===== src/rtl/hazard_scoreboard_pkg.sv =====
// Shared stage encodings and scoreboard entry layout for the D-stage hazard unit.
package hazard_scoreboard_pkg;

  localparam logic [1:0] STAGE_DECODE  = 2'd0;
  localparam logic [1:0] STAGE_EXECUTE = 2'd1;
  localparam logic [1:0] STAGE_MEM     = 2'd2;
  localparam logic [1:0] STAGE_MAX     = 2'd3;

  typedef struct packed {
    logic       valid;
    logic [4:0] waddr;
    logic [1:0] wstage;
  } sb_entry_t;

  localparam int SB_ENTRY_W = $bits(sb_entry_t);

  // Cycles until the writer sitting in stage k has its result; 0 means forwardable now.
  function automatic int tnew(sb_entry_t e, int k);
    return (int'(e.wstage) >= k) ? int'(e.wstage) - k + 1 : 0;
  endfunction

endpackage


===== src/rtl/hazard_scoreboard_if.sv =====
// D-stage request/response bundle between decode (master) and the hazard scoreboard (slave).
interface hazard_scoreboard_if #(
  parameter int NUM_SRC = 2,
  parameter int SEL_W   = 2,
  parameter int CNT_W   = 32
);
  logic                     d_valid;
  logic [NUM_SRC*5-1:0]     d_read_addr;
  logic [NUM_SRC*2-1:0]     d_read_stage;
  logic [4:0]               d_write_addr;
  logic [1:0]               d_write_stage;
  logic                     d_mdu_use;
  logic                     mdu_busy;
  logic                     flush;
  logic                     stall;
  logic                     bubble;
  logic [NUM_SRC*SEL_W-1:0] fwd_sel;
  logic [CNT_W-1:0]         stall_count;

  modport master (
    output d_valid, d_read_addr, d_read_stage, d_write_addr, d_write_stage,
           d_mdu_use, mdu_busy, flush,
    input  stall, bubble, fwd_sel, stall_count
  );

  modport slave (
    input  d_valid, d_read_addr, d_read_stage, d_write_addr, d_write_stage,
           d_mdu_use, mdu_busy, flush,
    output stall, bubble, fwd_sel, stall_count
  );
endinterface


===== src/rtl/hazard_scoreboard_port_check.sv =====
// One GRF source port checked against every in-flight writer: youngest match wins.
module hazard_port_check
  import hazard_scoreboard_pkg::*;
#(
  parameter int PIPE_DEPTH = 3,
  parameter int SEL_W      = 2
) (
  input  logic [4:0]                 raddr,
  input  logic [1:0]                 rstage,
  input  sb_entry_t [PIPE_DEPTH:1]   entries,
  output logic                       port_stall,
  output logic [SEL_W-1:0]           fwd_sel
);

  logic found;
  int   tn;

  always_comb begin
    found      = 1'b0;
    tn         = 0;
    port_stall = 1'b0;
    fwd_sel    = '0;
    if (rstage != STAGE_MAX && raddr != 5'd0) begin
      for (int k = 1; k <= PIPE_DEPTH; k++) begin
        // The first hit shadows older writers of the same register.
        if (!found && entries[k].valid && entries[k].waddr == raddr) begin
          found = 1'b1;
          tn    = tnew(entries[k], k);
          if (tn > int'(rstage) - int'(STAGE_DECODE)) port_stall = 1'b1;
          if (tn == 0) fwd_sel = SEL_W'(k);
        end
      end
    end
  end

endmodule


===== src/rtl/hazard_scoreboard.sv =====
// Stall/forward controller beside decode: shift-register scoreboard of GRF writers,
// MDU interlock, flush priority and a saturating stall counter.
module hazard_scoreboard
  import hazard_scoreboard_pkg::*;
#(
  parameter int NUM_SRC    = 2,
  parameter int PIPE_DEPTH = 3,
  parameter int SEL_W      = 2,
  parameter int CNT_W      = 32
) (
  input  logic               clk,
  input  logic               reset,
  hazard_scoreboard_if.slave sb
);

  sb_entry_t [PIPE_DEPTH:1]   entries_q, entries_d;
  logic [CNT_W-1:0]           stall_count_q, stall_count_d;
  logic [NUM_SRC-1:0]         port_stall;
  logic [NUM_SRC*SEL_W-1:0]   fwd_sel_w;
  logic                       mdu_stall;
  logic                       stall_w;

  for (genvar p = 0; p < NUM_SRC; p++) begin : g_port
    hazard_port_check #(.PIPE_DEPTH(PIPE_DEPTH), .SEL_W(SEL_W)) u_chk (
      .raddr      (sb.d_read_addr[5*p +: 5]),
      .rstage     (sb.d_read_stage[2*p +: 2]),
      .entries    (entries_q),
      .port_stall (port_stall[p]),
      .fwd_sel    (fwd_sel_w[SEL_W*p +: SEL_W])
    );
  end

  always_comb begin
    mdu_stall = sb.d_valid && sb.d_mdu_use && sb.mdu_busy;
    stall_w   = sb.d_valid && !sb.flush && ((|port_stall) || mdu_stall);

    // A stalled or flushed D instruction leaves a bubble in E.
    entries_d[1] = '0;
    if (sb.d_valid && !stall_w && !sb.flush && sb.d_write_addr != 5'd0)
      entries_d[1] = '{valid: 1'b1, waddr: sb.d_write_addr, wstage: sb.d_write_stage};
    for (int k = 2; k <= PIPE_DEPTH; k++) entries_d[k] = entries_q[k-1];

    stall_count_d = stall_count_q;
    if (stall_w && stall_count_q != '1) stall_count_d = stall_count_q + CNT_W'(1);
  end

  always_ff @(posedge clk) begin
    if (reset) begin
      entries_q     <= '0;
      stall_count_q <= '0;
    end else begin
      entries_q     <= entries_d;
      stall_count_q <= stall_count_d;
    end
  end

  assign sb.stall       = stall_w;
  assign sb.bubble      = stall_w || sb.flush;
  assign sb.fwd_sel     = fwd_sel_w;
  assign sb.stall_count = stall_count_q;

endmodule


===== src/flat_wrapper.sv =====
// flat-port wrapper written by rule: the top's interface ports become plain ports
module hazard_scoreboard_flat import hazard_scoreboard_pkg::*;
#(
  parameter int NUM_SRC    = 2,
  parameter int PIPE_DEPTH = 3,
  parameter int SEL_W      = 2,
  parameter int CNT_W      = 32
)
  (clk, reset, sb_d_valid, sb_d_read_addr, sb_d_read_stage, sb_d_write_addr, sb_d_write_stage, sb_d_mdu_use, sb_mdu_busy, sb_flush, sb_stall, sb_bubble, sb_fwd_sel, sb_stall_count);
  hazard_scoreboard_if #(.NUM_SRC(NUM_SRC), .SEL_W(SEL_W), .CNT_W(CNT_W)) sb_i ();
  input  logic clk;
  input  logic reset;
  input wire logic [$bits(sb_i.d_valid)-1:0] sb_d_valid;
  input wire logic [$bits(sb_i.d_read_addr)-1:0] sb_d_read_addr;
  input wire logic [$bits(sb_i.d_read_stage)-1:0] sb_d_read_stage;
  input wire logic [$bits(sb_i.d_write_addr)-1:0] sb_d_write_addr;
  input wire logic [$bits(sb_i.d_write_stage)-1:0] sb_d_write_stage;
  input wire logic [$bits(sb_i.d_mdu_use)-1:0] sb_d_mdu_use;
  input wire logic [$bits(sb_i.mdu_busy)-1:0] sb_mdu_busy;
  input wire logic [$bits(sb_i.flush)-1:0] sb_flush;
  output wire logic [$bits(sb_i.stall)-1:0] sb_stall;
  output wire logic [$bits(sb_i.bubble)-1:0] sb_bubble;
  output wire logic [$bits(sb_i.fwd_sel)-1:0] sb_fwd_sel;
  output wire logic [$bits(sb_i.stall_count)-1:0] sb_stall_count;
  assign sb_i.d_valid = sb_d_valid;
  assign sb_i.d_read_addr = sb_d_read_addr;
  assign sb_i.d_read_stage = sb_d_read_stage;
  assign sb_i.d_write_addr = sb_d_write_addr;
  assign sb_i.d_write_stage = sb_d_write_stage;
  assign sb_i.d_mdu_use = sb_d_mdu_use;
  assign sb_i.mdu_busy = sb_mdu_busy;
  assign sb_i.flush = sb_flush;
  assign sb_stall = sb_i.stall;
  assign sb_bubble = sb_i.bubble;
  assign sb_fwd_sel = sb_i.fwd_sel;
  assign sb_stall_count = sb_i.stall_count;
  hazard_scoreboard #(.NUM_SRC(NUM_SRC), .PIPE_DEPTH(PIPE_DEPTH), .SEL_W(SEL_W), .CNT_W(CNT_W)) u_core (.clk(clk), .reset(reset), .sb(sb_i));
endmodule

===== config.mk =====
export PLATFORM = sky130hd
export DESIGN_NAME = hazard_scoreboard_flat
export DESIGN_NICKNAME = d
export VERILOG_FILES = /design/src/rtl/hazard_scoreboard_pkg.sv /design/src/rtl/hazard_scoreboard_if.sv /design/src/rtl/hazard_scoreboard_port_check.sv /design/src/rtl/hazard_scoreboard.sv /design/src/flat_wrapper.sv
export SDC_FILE = /design/constraint.sdc
export NUM_CORES = 1
export LEC_CHECK = 0
export ABC_CLOCK_PERIOD_IN_PS = 4550
export CAP_MARGIN = 15
export CELL_PAD_IN_SITES_DETAIL_PLACEMENT = 0
export CELL_PAD_IN_SITES_GLOBAL_PLACEMENT = 1
export CORE_MARGIN = 3
export CORE_UTILIZATION = 39
export CTS_CLUSTER_DIAMETER = 30
export DETAILED_ROUTE_END_ITERATION = 16
export GPL_TIMING_DRIVEN = 0
export MAX_ROUTING_LAYER = met4
export PLACE_DENSITY = 0.9
export SETUP_SLACK_MARGIN = 0.2
export SKIP_LAST_GASP = 1
export SLEW_MARGIN = 10
export SYNTH_ARGS = -nofsm -noshare
export SYNTH_HDL_FRONTEND = slang
export SYNTH_SLANG_ARGS = --single-unit

===== constraint.sdc =====
create_clock -name clk -period 4.55 [get_ports clk]
set_clock_uncertainty 0.15 [all_clocks]
set_input_delay 0.91 -clock clk [delete_from_list [all_inputs] [get_ports clk]]
set_output_delay 0.91 -clock clk [all_outputs]
set_load 0.02 [all_outputs]

==> results of run 1 <==
registers in the layout, summed over array words and instances, names as in the netlist:
name and cells:
u_core.entries_d 16, u_core.entries_q 8, u_core.sb.stall_count 32
worst paths after layout:
kind	startpoint	endpoint	slack (ns)	cells after the start
hold reg to reg	u_core.entries_d[16]	u_core.entries_q[16]	0.32	1
setup / recovery	sb_d_read_stage[0]	sb_stall	0.33	10
setup reg to reg	u_core.entries_q[16]	u_core.sb.stall_count[17]	1.16	14
hold / removal	u_core.entries_d[16]	u_core.entries_q[16]	0.32	1
layout make-up:
class	instances	area, um2
flip-flops and latches	56	1120
well taps	102	128
multi-input cells	303	2110
inverters	15	56.3
fillers	720	3700
clock inverters	2	16.3
repair buffers	67	654
clock buffers	6	72.6
plain buffers	18	109
metrics by stage:
stage | util | power [mW] | cells | setup TNS, ns | area [um2]
after CTS | 0.531 | 0.879 | 569 | 0 | 4230
after global routing | 0.535 | 0.910 | 569 | 0 | 4260
final | 0.535 | 0.875 | 569 | 0 | 4260
after detailed placement | 0.512 | 0.606 | 558 | -1.40 | 4080
after floorplan | - | 0.558 | 392 | 0 | 3310
after global placement | 0.512 | 0.603 | 558 | -1.42 | 4080
per-layer routing:
metal  global-route usage  vias up
li1                     -     1549
met1                0.231     1487
met2                0.332       55
met3               0.0271       13
met4               0.0620        0
met5                    -        -
critical path, stage by stage:
cell and delay (ns):
clkdlybuf4s50_1 0.49, ha_1 0.32, nand2_1 0.06, o21ai_1 0.09, a2111oi_4 0.36, a31oi_2 0.10
a31o_4 0.27, clkbuf_4 0.19, inv_2 0.09, clkdlybuf4s15_2 0.26
kinds of logic after synthesis:
| kind of cell | count (synthesis) | share of synthesized area |
|---|---|---|
| buf+inv | 33 | 0.0438 |
| simple gates | 173 | 0.296 |
| mux | 9 | 0.0306 |
| fa+ha+maj | 20 | 0.0755 |
| flops | 56 | 0.338 |
| compound gates | 69 | 0.131 |
| xor+xnor | 32 | 0.0846 |
timing repair:
item | CTS | global route
setup endpoints to repair | 2 | 2
gates resized for setup | 33 | 8
buffers inserted | 3 | 0
gates cloned | 0 | 0
hold buffers | 0 | 0
pin swaps | 5 | 5
synth_stat cells, types with 13 or more instances:
cell type / count / area share
xor2_1: 18 / 0.048
ha_1: 20 / 0.076
nand3_1: 14 / 0.021
o21ai_0: 13 / 0.020
inv_1: 15 / 0.017
nor2_1: 26 / 0.029
nor2b_1: 29 / 0.055
nand2_1: 24 / 0.027
or4_1: 17 / 0.039
a21oi_1: 26 / 0.039
xnor2_1: 14 / 0.037
dfxtp_1: 56 / 0.34
power by group:
group          internal (mW)  total [mW]  leakage (nW)  switching, mW
Clock                  0.110       0.278        0.0414          0.168
Sequential             0.494       0.498         0.452        0.00408
Combinational         0.0451      0.0982          1.05         0.0531
==> flow_summary_export.csv, run 1 <==
group,metric,value,unit
route,drt_iter0_markers,101,
sta,fmaxAchievable,237,MHz
placement,place_congestion,0.824,
worst_setup_path,worst_ep_required_time,3.49,ns
sta,whs,0.324,ns
route,routedLengthMet1,3820,um
final_layout,synthToLayoutAreaGrowth,28.6,%
power_and_ir_drop,ir_drop,0.000141,V
sta,rsz_0062_raised_after_global_routing,"false",
yosys,ys.flop_type,"dfxtp_1",
die,dieWidth,98.2,um
die,die_h,98.2,um
clock_tree,cts_inserted_buffers,5,
global_route,grt_antenna_before_repair,0,
clock_tree,tritoncts,"built",
route,postRouteWirelength,8770,um
final_layout,final_common_cell,"dfxtp_1",
yosys,netlist-cell-type-count,49,
clock_tree,clk_pin_slew_worst_paths,0.09,ns
sta,finalMaxSlewViolations,0,
worst_setup_path,timing.critical_path.arrival,3.16,ns
final_layout,design.final.nets,513,
final_layout,diodes,0,
power_and_ir_drop,power_density,205,nW/um2
final_layout,layout_common_cells,"dfxtp_1, clkdlybuf4s50_1, nor2b_1",
clock_tree,worst_skew_late_latency,0.32,ns
yosys,syn-mean-instance-area,8.46,um2
sta,final.setup.worst_slack,0.334,ns
power_and_ir_drop,p_leak,1.55,nW
route,post_drt_wl_per_cell,15.4,um
clock_tree,htreeDepth,2,
worst_setup_path,path_class,"input port to output pin",
global_route,overflow,0,
yosys,asyncSetResetFlopFracSynth,0,
clock_tree,cts-root-to-sink-buffers,2,
sta,worst_tran_pin_value,0.561,ns
yosys,netlist_area,3310,um2
yosys,yosys_register_bits,56,
global_route,grt_start_max_net_pins,18,
route,drc,0,
die,core_area,7970,um2
final_layout,layout-drive-gt1-share,0.0942,
yosys,syn_inst,392,
global_route,grt.total_usage,0.192,
route,vias,3104,
placement,detailed_place_hpwl,6760,um
yosys,nets_in_the_synthesized_netlist,439,
die,initial_utilization,0.416,
route,met2WireLength,4510,um
global_route,grt_pass1_vias,3158,
worst_setup_path,cp_max_fo,10,
route,dr.max_layer_used,"met4",
sta,relSlewSlack,0.626,
placement,dp_worst_setup_slack,-0.824,ns
worst_setup_path,capturing_element_type_of_the_critical_path,"output pin",
yosys,seq_area_frac_synth,0.338,
route,met3_wirelength,303,um
die,std_cell_rows,32,
clock_tree,cts-root-buf,"clkbuf_8",
die,pin_count,65,
route,drt_first_pass_iters,4,
route,vias_per_cell,5.46,
placement,port_buffers,64,
yosys,count_of_flip_flops_with_a_built_in_enable_after_synthesis,0,
sta,setup_violation_total_in_the_final_timing_report,0,
die,dieArea,9640,um2
sta,period_minus_slack,4.22,ns
global_route,grt_pass1_wl,15000,um
sta,timing.final.crit_share,0.927,
yosys,yosysWarnings,0,
clock_tree,numClockSinks,56,
route,detail-route-antenna-nets,0,
run,cap_violations,0,
worst_setup_path,critPathLaunchType,"input port",
run_status,status,"finished, final reports clean",
worst_hold_path,tightest_hold_check_type,"flip-flop to flip-flop",
sta,finalHoldViolCount,0,
No activity file was read; power rests on OpenSTA's default activity.
==> run 2: changes to the inputs <==
--- a/config.mk
+++ b/config.mk
@@ -5,7 +5,7 @@
 export SDC_FILE = /design/constraint.sdc
 export NUM_CORES = 1
 export LEC_CHECK = 0
-export ABC_CLOCK_PERIOD_IN_PS = 4550
+export ABC_CLOCK_PERIOD_IN_PS = 4200
 export CAP_MARGIN = 15
 export CELL_PAD_IN_SITES_DETAIL_PLACEMENT = 0
 export CELL_PAD_IN_SITES_GLOBAL_PLACEMENT = 1
@@ -17,6 +17,7 @@
 export MAX_ROUTING_LAYER = met4
 export PLACE_DENSITY = 0.9
 export SETUP_SLACK_MARGIN = 0.2
+export SKIP_CTS_REPAIR_TIMING = 1
 export SKIP_LAST_GASP = 1
 export SLEW_MARGIN = 10
 export SYNTH_ARGS = -nofsm -noshare
==> constraint.sdc (replaced) <==
create_clock -name clk -period 4.2 [get_ports clk]
set_clock_uncertainty 0.15 [all_clocks]
set_input_delay 0.84 -clock clk [delete_from_list [all_inputs] [get_ports clk]]
set_output_delay 0.84 -clock clk [all_outputs]
set_load 0.02 [all_outputs]
==> run 2 against run 1 <==
Net effect:
- power rose by 8.6%
- worst setup slack got worse by 0.023 ns
- worst hold slack lost 0.0075 ns
- die area is the same
- clock power increased by 7.9%
- sequential cell count unchanged
==> flow_summary_export.csv, run 2 (synthesis results as in run 1) <==
group,metric,value,unit
run_status,status,"finished, final reports clean",
sta,worst_tran_pin_value,0.572,ns
worst_setup_path,critical_path.reg2reg.startpoint,"u_core.entries_q[16]",
power_and_ir_drop,ir_drop,0.000154,V
worst_setup_path,critPathLaunchType,"input port",
sta,finalHoldViolCount,0,
clock_tree,htreeDepth,2,
worst_setup_path,worst_ep_required_time,3.21,ns
route,met2WireLength,4590,um
final_layout,number_of_flip_flops_in_the_largest_register,32,
worst_setup_path,capturing_element_type_of_the_critical_path,"output pin",
die,std_cell_rows,32,
sta,period_minus_slack,3.89,ns
worst_hold_path,worst_hold_path.num_cells,1,
power_and_ir_drop,switching_share,0.257,
run,cap_violations,0,
sta,rsz_0062_raised_after_global_routing,"false",
sta,whs,0.317,ns
clock_tree,worst_skew_late_latency,0.31,ns
power_and_ir_drop,power.internal,0.706,mW
route,drc,0,
die,dieArea,9640,um2
die,initial_utilization,0.416,
sta,final.setup.worst_slack,0.311,ns
worst_hold_path,worst_hold_path.endpoint,"u_core.entries_q[16]",
worst_hold_path,tightest_hold_check_type,"flip-flop to flip-flop",
final_layout,final_common_cell,"dfxtp_1",
sta,finalMaxSlewViolations,0,
power_and_ir_drop,p_leak,1.66,nW
route,vias_per_cell,5.48,
clock_tree,clk_pin_slew_worst_paths,0.08,ns
die,dieWidth,98.2,um
placement,place_congestion,0.824,
power_and_ir_drop,power,0.950,mW
worst_setup_path,cp_max_fo,4,
final_layout,diodes,0,
final_layout,layout-drive-gt1-share,0.119,
sta,setup_violation_total_in_the_final_timing_report,0,
route,met3_wirelength,337,um
route,detail-route-antenna-nets,0,
worst_hold_path,hp-start,"u_core.entries_d[16]",
worst_setup_path,setup.reg_to_reg.worst_slack,0.84,ns
placement,dp.cells,558,
power_and_ir_drop,seq_power_share,0.567,
global_route,grt.total_usage,0.190,
worst_setup_path,path_class,"input port to output pin",
final_layout,design.final.nets,518,
route,routedLengthMet1,3820,um
sta,fmaxAchievable,257,MHz
clock_tree,numClockSinks,56,
route,post_drt_wl_per_cell,15.4,um
placement,port_buffers,64,
final_layout,synthToLayoutAreaGrowth,31.6,%
global_route,overflow,0,
worst_setup_path,rr_endpoint,"u_core.sb.stall_count[14]",
die,core_area,7970,um2
route,drt_iter0_markers,86,
route,vias,3145,
final_layout,finalNonFillerCells,574,
worst_setup_path,ff2ff_path_depth,14,
die,die_h,98.2,um
clock_tree,cts_inserted_buffers,5,
worst_setup_path,cp_slowest_cell,"clkdlybuf4s50_1",
clock_tree,tritoncts,"built",
worst_setup_path,critical_path.max_stage_delay,0.63,ns
power_and_ir_drop,clock_power_share,0.316,
global_route,grt_start_max_net_pins,18,
power_and_ir_drop,power_density,218,nW/um2
global_route,grt_pass1_wl,14800,um
clock_tree,cts-root-to-sink-buffers,2,
sta,timing.final.crit_share,0.926,
power_and_ir_drop,pwr-share-comb,0.117,
power_and_ir_drop,net-switching-power,0.244,mW
sta,relSlewSlack,0.619,
global_route,grt_pass1_vias,3131,
global_route,grt_antenna_before_repair,0,
placement,dp_worst_setup_slack,-1.03,ns
final_layout,layout_common_cells,"dfxtp_1, clkdlybuf4s50_1, nor2b_1",
route,dr.max_layer_used,"met4",
placement,detailed_place_hpwl,6760,um
die,pin_count,65,
sta,finalSetupTns,0,ns
route,drt_first_pass_iters,4,
route,postRouteWirelength,8860,um
worst_setup_path,timing.critical_path.cells,"clkdlybuf4s50_1 -> xnor2_1 -> nand4_1 -> nor3b_2 -> o221ai_2 -> a31o_2 -> buf_8 -> buf_8 -> nand2b_4 -> buf_6",
worst_setup_path,timing.critical_path.arrival,2.90,ns
worst_setup_path,worst_path_most_repeated_cell,"buf_8",
clock_tree,cts-root-buf,"clkbuf_8",
==> run 2: critical path, delay by kind of cell <==
family,cells,cell delay [ns]
buffers and inverters,4,0.98
AO/OA/AOI/OAI,2,0.46
AND/OR/NAND/NOR,3,0.45
XOR/XNOR,1,0.15
==> run 2: worst max path at each step <==
stage / end / start / cells past startpoint / slack, ns
floorplan: sb_bubble / sb_d_read_addr[1] / 8 / 0.51
global placement: sb_bubble / sb_d_read_addr[0] / 11 / -1.04
detailed placement: sb_bubble / sb_d_read_addr[2] / 10 / -1.03
CTS: sb_bubble / sb_d_read_addr[2] / 10 / -1.04
global route: sb_bubble / u_core.entries_q[16] / 14 / 0.20
finish: sb_bubble / sb_d_read_addr[7] / 10 / 0.31
==> run 2: through the flow <==
stage          instance area, um2   util
6_report                     4360  0.548
5_1_grt                      4360  0.548
4_1_cts                      4170  0.524
3_5_place_dp                 4080  0.512
3_3_place_gp                 4080  0.512
2_1_floorplan                3310      -
==> run 2: cell type report <==
class | count | area (um2)
sequential | 56 | 1130
inverter | 15 | 56.3
buffer | 18 | 114
clock buffer | 6 | 72.6
clock inverter | 2 | 16.3
multi-input combinational | 303 | 2120
fill | 712 | 3600
timing repair buffer | 72 | 724
tap | 102 | 128
==> run 2: power groups by stage <==
stage               Clock (mW)  Sequential, mW  Combinational [mW]
floorplan                    0           0.551              0.0532
global placement             0           0.552               0.102
detailed placement           0           0.552               0.105
CTS                      0.307           0.540               0.105
global route             0.326           0.540               0.123
finish                   0.300           0.539               0.111
==> run 2: per-layer routing <==
layer,vias up,track usage
li1,1559,-
met1,1511,0.226
met2,65,0.329
met3,10,0.0293
met4,0,0.0609
met5,-,-
==> run 3: changes to the inputs <==
--- a/config.mk
+++ b/config.mk
@@ -6,16 +6,15 @@
 export NUM_CORES = 1
 export LEC_CHECK = 0
 export ABC_CLOCK_PERIOD_IN_PS = 4200
-export CAP_MARGIN = 15
 export CELL_PAD_IN_SITES_DETAIL_PLACEMENT = 0
 export CELL_PAD_IN_SITES_GLOBAL_PLACEMENT = 1
-export CORE_MARGIN = 3
+export CORE_MARGIN = 2
 export CORE_UTILIZATION = 39
 export CTS_CLUSTER_DIAMETER = 30
 export DETAILED_ROUTE_END_ITERATION = 16
 export GPL_TIMING_DRIVEN = 0
 export MAX_ROUTING_LAYER = met4
-export PLACE_DENSITY = 0.9
+export PLACE_DENSITY = 0.77
 export SETUP_SLACK_MARGIN = 0.2
 export SKIP_CTS_REPAIR_TIMING = 1
 export SKIP_LAST_GASP = 1
==> run 3 against run 2 <==
Net effect:
- combinational power increased by 8%
- count of clock-buffer cells in the layout shrank 1
- non-clock buffer count is 2 higher
- sequential share of layout area down 0.71 points
- highest routed layer unchanged
- first-iteration DRC count decreased by 4.7%
- utilization is 0.11 points lower
==> flow_summary_export.csv, run 3 (synthesis results as in run 1) <==
group,metric,value,unit
worst_hold_path,worst_hold_path.endpoint,"u_core.entries_q[16]",
die,dieArea,9250,um2
worst_setup_path,rr_endpoint,"u_core.sb.stall_count[13]",
die,die_h,96.2,um
sta,fmaxAchievable,254,MHz
clock_tree,cts-root-buf,"clkbuf_8",
power_and_ir_drop,power,0.974,mW
sta,finalSetupTns,0,ns
final_layout,layout-drive-gt1-share,0.150,
global_route,grt.total_usage,0.212,
route,postRouteWirelength,9270,um
final_layout,design.final.nets,520,
power_and_ir_drop,p_leak,1.72,nW
clock_tree,cts-root-to-sink-buffers,2,
worst_setup_path,worst_ep_required_time,3.21,ns
final_layout,diodes,0,
clock_tree,numClockSinks,56,
sta,finalHoldViolCount,0,
final_layout,synthToLayoutAreaGrowth,35.5,%
placement,dp_worst_setup_slack,-1.12,ns
global_route,grt_antenna_before_repair,0,
global_route,grt_start_max_net_pins,20,
sta,rsz_0062_raised_after_global_routing,"false",
die,pin_count,65,
die,initial_utilization,0.403,
final_layout,number_of_flip_flops_in_the_largest_register,32,
clock_tree,cts_inserted_buffers,5,
sta,period_minus_slack,3.94,ns
worst_setup_path,setup.reg_to_reg.worst_slack,0.81,ns
final_layout,finalCoreUtilization,0.547,
die,dieWidth,96.2,um
die,std_cell_rows,33,
worst_setup_path,critical_path.reg2reg.startpoint,"u_core.entries_q[16]",
worst_setup_path,critPathLaunchType,"input port",
clock_tree,worst_skew_late_latency,0.32,ns
sta,worst_tran_pin_value,0.584,ns
worst_setup_path,path_class,"input port to output pin",
sta,finalMaxSlewViolations,0,
final_layout,final_common_cell,"dfxtp_1",
power_and_ir_drop,power_density,217,nW/um2
worst_hold_path,worst_hold_path.num_cells,1,
final_layout,design_area,4490,um2
final_layout,layout_common_cells,"dfxtp_1, clkdlybuf4s50_1, nor2b_1, nor2_1, a21oi_1",
placement,place_area,4090,um2
power_and_ir_drop,ir_drop,0.000177,V
clock_tree,htreeDepth,2,
placement,detailed_place_hpwl,6880,um
route,drc,0,
clock_tree,clk_pin_slew_worst_paths,0.10,ns
route,drt_first_pass_iters,4,
sta,final.setup.worst_slack,0.263,ns
sta,relSlewSlack,0.611,
run,cap_violations,0,
global_route,grt_pass1_wl,14700,um
die,core_area,8220,um2
global_route,overflow,0,
route,vias_per_cell,5.40,
route,vias,3124,
worst_setup_path,ff2ff_path_depth,15,
worst_setup_path,cp_max_fo,10,
run_status,status,"finished, final reports clean",
global_route,grt_pass1_vias,3006,
sta,setup_violation_total_in_the_final_timing_report,0,
route,post_drt_wl_per_cell,16.0,um
worst_hold_path,tightest_hold_check_type,"flip-flop to flip-flop",
placement,place_congestion,0.895,
route,detail-route-antenna-nets,0,
sta,timing.final.crit_share,0.937,
placement,port_buffers,64,
worst_setup_path,capturing_element_type_of_the_critical_path,"output pin",
worst_setup_path,timing.critical_path.arrival,2.95,ns
clock_tree,tritoncts,"built",
worst_hold_path,hp-start,"u_core.entries_d[16]",
route,drt_iter0_markers,82,
==> run 3: changes by cell type in the layout (fill, tap and decap cells not counted), sizes merged <==
cell           before  now
buf                18   20
clkbuf             17   15
clkdlybuf4s50      49   48
clkinv              1    2
clkinvlp            1    0
dlymetal6s2s       12   14
inv                15   16
==> run 3: through the flow <==
stage	hold slack, ns	std cells
2_1_floorplan	0.294	392
3_3_place_gp	0.323	561
3_5_place_dp	0.329	561
4_1_cts	0.353	569
5_1_grt	0.355	579
6_report	0.343	579
==> run 3: how the worst max path moves through the flow <==
stage | start | endpoint | slack, ns | cells past startpoint
final | sb_d_read_addr[2] | sb_stall | 0.26 | 11
after CTS | sb_d_read_addr[9] | sb_bubble | -1.13 | 11
after global placement | sb_d_read_addr[9] | sb_bubble | -1.21 | 11
after detailed placement | sb_d_read_addr[9] | sb_bubble | -1.12 | 11
after floorplan | sb_d_read_addr[1] | sb_bubble | 0.51 | 8
after global routing | sb_d_read_addr[0] | sb_stall | 0.16 | 11
==> run 3: layout make-up <==
| cell class | instances | area (um2) |
|---|---|---|
| clock buffer | 5 | 68.8 |
| sequential | 56 | 1130 |
| clock inverter | 3 | 26.3 |
| timing repair buffer | 74 | 753 |
| buffer | 18 | 118 |
| multi-input combinational | 303 | 2210 |
| fill | 776 | 3730 |
| inverter | 15 | 58.8 |
| tap | 105 | 131 |
==> run 3: where the power goes <==
part	total, mW	switching [mW]	leakage (nW)	internal (mW)
Sequential	0.540	0.00500	0.454	0.535
Combinational	0.120	0.0624	1.22	0.0576
Clock	0.314	0.192	0.0487	0.122
Total	0.974	0.260	1.72	0.714
==> run 3: critical path, cell delays in order <==
cell	delay, ns
dlymetal6s2s_1	0.19
xor2_1	0.19
nor4_4	0.36
nand3_2	0.17
a2111oi_4	0.37
a31oi_2	0.09
a31o_2	0.26
buf_4	0.16
buf_6	0.14
inv_4	0.07
buf_6	0.11
==> run 3: per-layer routing <==
metal / up-vias / track usage / share of wire
met5: - / - / 0
met4: 0 / 0.0595 / 0.017
met3: 12 / 0.0251 / 0.034
met2: 64 / 0.376 / 0.50
met1: 1483 / 0.251 / 0.45
li1: 1565 / - / -
==> RTL edit (config.mk and constraints of run 2) <==
`CNT_W` is set to 32 in 3 places; all go to 64.
--- a/src/rtl/hazard_scoreboard_if.sv
+++ b/src/rtl/hazard_scoreboard_if.sv
@@ -2,7 +2,7 @@
 interface hazard_scoreboard_if #(
   parameter int NUM_SRC = 2,
   parameter int SEL_W   = 2,
-  parameter int CNT_W   = 32
+  parameter int CNT_W   = 64
 );
   logic                     d_valid;
   logic [NUM_SRC*5-1:0]     d_read_addr;
--- a/src/rtl/hazard_scoreboard.sv
+++ b/src/rtl/hazard_scoreboard.sv
@@ -6,7 +6,7 @@
   parameter int NUM_SRC    = 2,
   parameter int PIPE_DEPTH = 3,
   parameter int SEL_W      = 2,
-  parameter int CNT_W      = 32
+  parameter int CNT_W      = 64
 ) (
   input  logic               clk,
   input  logic               reset,
--- a/src/flat_wrapper.sv
+++ b/src/flat_wrapper.sv
@@ -4,7 +4,7 @@
   parameter int NUM_SRC    = 2,
   parameter int PIPE_DEPTH = 3,
   parameter int SEL_W      = 2,
-  parameter int CNT_W      = 32
+  parameter int CNT_W      = 64
 )
   (clk, reset, sb_d_valid, sb_d_read_addr, sb_d_read_stage, sb_d_write_addr, sb_d_write_stage, sb_d_mdu_use, sb_mdu_busy, sb_flush, sb_stall, sb_bubble, sb_fwd_sel, sb_stall_count);
   hazard_scoreboard_if #(.NUM_SRC(NUM_SRC), .SEL_W(SEL_W), .CNT_W(CNT_W)) sb_i ();
Ports: changed (resized sb_stall_count); port bits go from 65 to 97. No check against the original RTL was run, so the function may have changed too.
==> RTL edit against run 2 <==
  * Critical path depth is 2 lower
  * Setup slack worse by 0.17 ns
  * Routed wire length is 66% higher
  * Total power is 85% higher
  * First-iteration DRC count grew to 3.8 times the old value
  * Design area is 50% higher
  * Via count is 57% higher
  * Core utilization is 0.78 points lower
  * Sequential cell count is 32 higher
  * Non-clock buffer count is 41 higher
  * Area after synthesis is 46% higher
  * Worst hold slack better by 0.0037 ns
  * Critical path type unchanged
  * Critical endpoint unchanged
==> RTL edit: results (changes against run 2) <==
.. list-table::
   :header-rows: 1

   * - Metric
     - Value
   * - CTS root buf
     - sky130_fd_sc_hd__clkbuf_16
   * - Vias in the first global route
     - 4,759 (+52%)
   * - Worst reg2reg path endpoint
     - u_core.sb.stall_count[26]
   * - Critical path data arrival time
     - 3.07 ns (+0.17 ns)
   * - Leak
     - 2.31 nW (+39%)
   * - Per-cell routed wire length
     - 16.8 microns (+8.9%)
   * - Total routing resource utilization after global routing
     - 21.8% (+2.8 points)
   * - Status
     - completed
   * - Worst Setup Slack post-DPL
     - -0.415 ns (+0.619 ns)
   * - Sequential fraction of the synthesis area
     - 36.3% (+2.5 points)
   * - Aggregate routed wire length
     - 14,700 microns (+66%)
   * - Worst-case register-to-register setup slack
     - 0.49 ns (-0.35 ns)
   * - Minimum clock period after layout
     - 4.06 ns (+0.167 ns)
   * - Nets@finish
     - 751 (+45%)
   * - Mux cell area share after synthesis
     - 1.55% (-1.5 points)
   * - Number of flip-flops under the largest register name
     - 64 (+100%)
   * - Layout cells sized above 1
     - 8.90% (-3.0 points)
   * - Compound-cell area share of the yosys netlist
     - 15.8% (+2.7 points)
   * - Pin count of the biggest net entering global routing
     - 14 (-4)
   * - Xor and xnor fraction of the mapped netlist area
     - 5.96% (-2.5 points)
   * - Instance count after placement with tap cells included
     - 855 (+53%)
   * - Critical Path Source
     - sb_d_read_addr[3]
   * - Peak VDD IR
     - 0.000174 V (+13%)
   * - Family with the most delay on the worst path
     - simple AND/OR/NAND/NOR gates
   * - DPL Wire Length
     - 10,700 microns (+58%)
   * - Global-route wire length before repair
     - 24,200 microns (+63%)
## RTL edit: how the worst min path moves through the flow
stage,cells after the start,endpoint,slack (ns)
global route,1,u_core.entries_q[16],0.35
floorplan,1,u_core.entries_q[23],0.29
detailed placement,1,u_core.entries_q[23],0.32
finish,1,u_core.entries_q[16],0.32
global placement,1,u_core.entries_q[16],0.32
CTS,1,u_core.entries_q[16],0.33
## RTL edit: area by class of cell
class,count,area (sq um)
Timing Repair Buffer,103,1040
Multi-Input combinational cell,460,3050
Fill cell,1182,5570
Clock inverter,3,42.5
Sequential cell,88,1770
Buffer,28,126
Inverter,14,52.6
Tap cell,168,210
Clock buffer,12,246
## RTL edit: cell families (layout without fill, tap and decap cells)
logic type	after synthesis	count (layout)
xor gates and xnor gates	33	33
adders and majority gates	20	20
muxes	7	7
buffers and inverters	42	160
and+or+nand+nor	260	260
DFF	88	88
AOI/OAI and AO/OA	140	140
## RTL edit: routing by layer
layer	global-route usage (%)	vias to the layer above	part of all wire (%)
met2	35.2	162	49
met5	-	-	0
li1	-	2368	-
met3	3.17	17	4.2
met1	28.0	2380	46
met4	7.84	0	1.4
## RTL edit: stage by stage
| step | instance area, sq um | TNS (ns) |
|---|---|---|
| final | 6540 | 0 |
| after global routing | 6540 | 0 |
| after CTS | 6320 | -0.842 |
| after global placement | 6020 | -0.764 |
| after floorplan | 4850 | 0 |
| after detailed placement | 6030 | -0.827 |
## RTL edit: worst register-to-register path, delay by kind of cell (launching register included)
kind | cells | cell delay [ns]
AO/OA/AOI/OAI | 5 | 0.74
multiplexers | 1 | 0.37
buffers and inverters | 5 | 0.63
XOR/XNOR | 1 | 0.13
flip-flops | 1 | 0.35
adder cells (fa/ha/maj) | 2 | 0.48
AND/OR/NAND/NOR | 3 | 0.76
## RTL edit: where the power goes
group	internal (W)	switching [W]	total, W
Sequential	0.000839	0.00000439	0.000843
Clock	0.000473	0.000315	0.000788
Combinational	0.0000554	0.0000709	0.000126
Total	0.00137	0.000390	0.00176
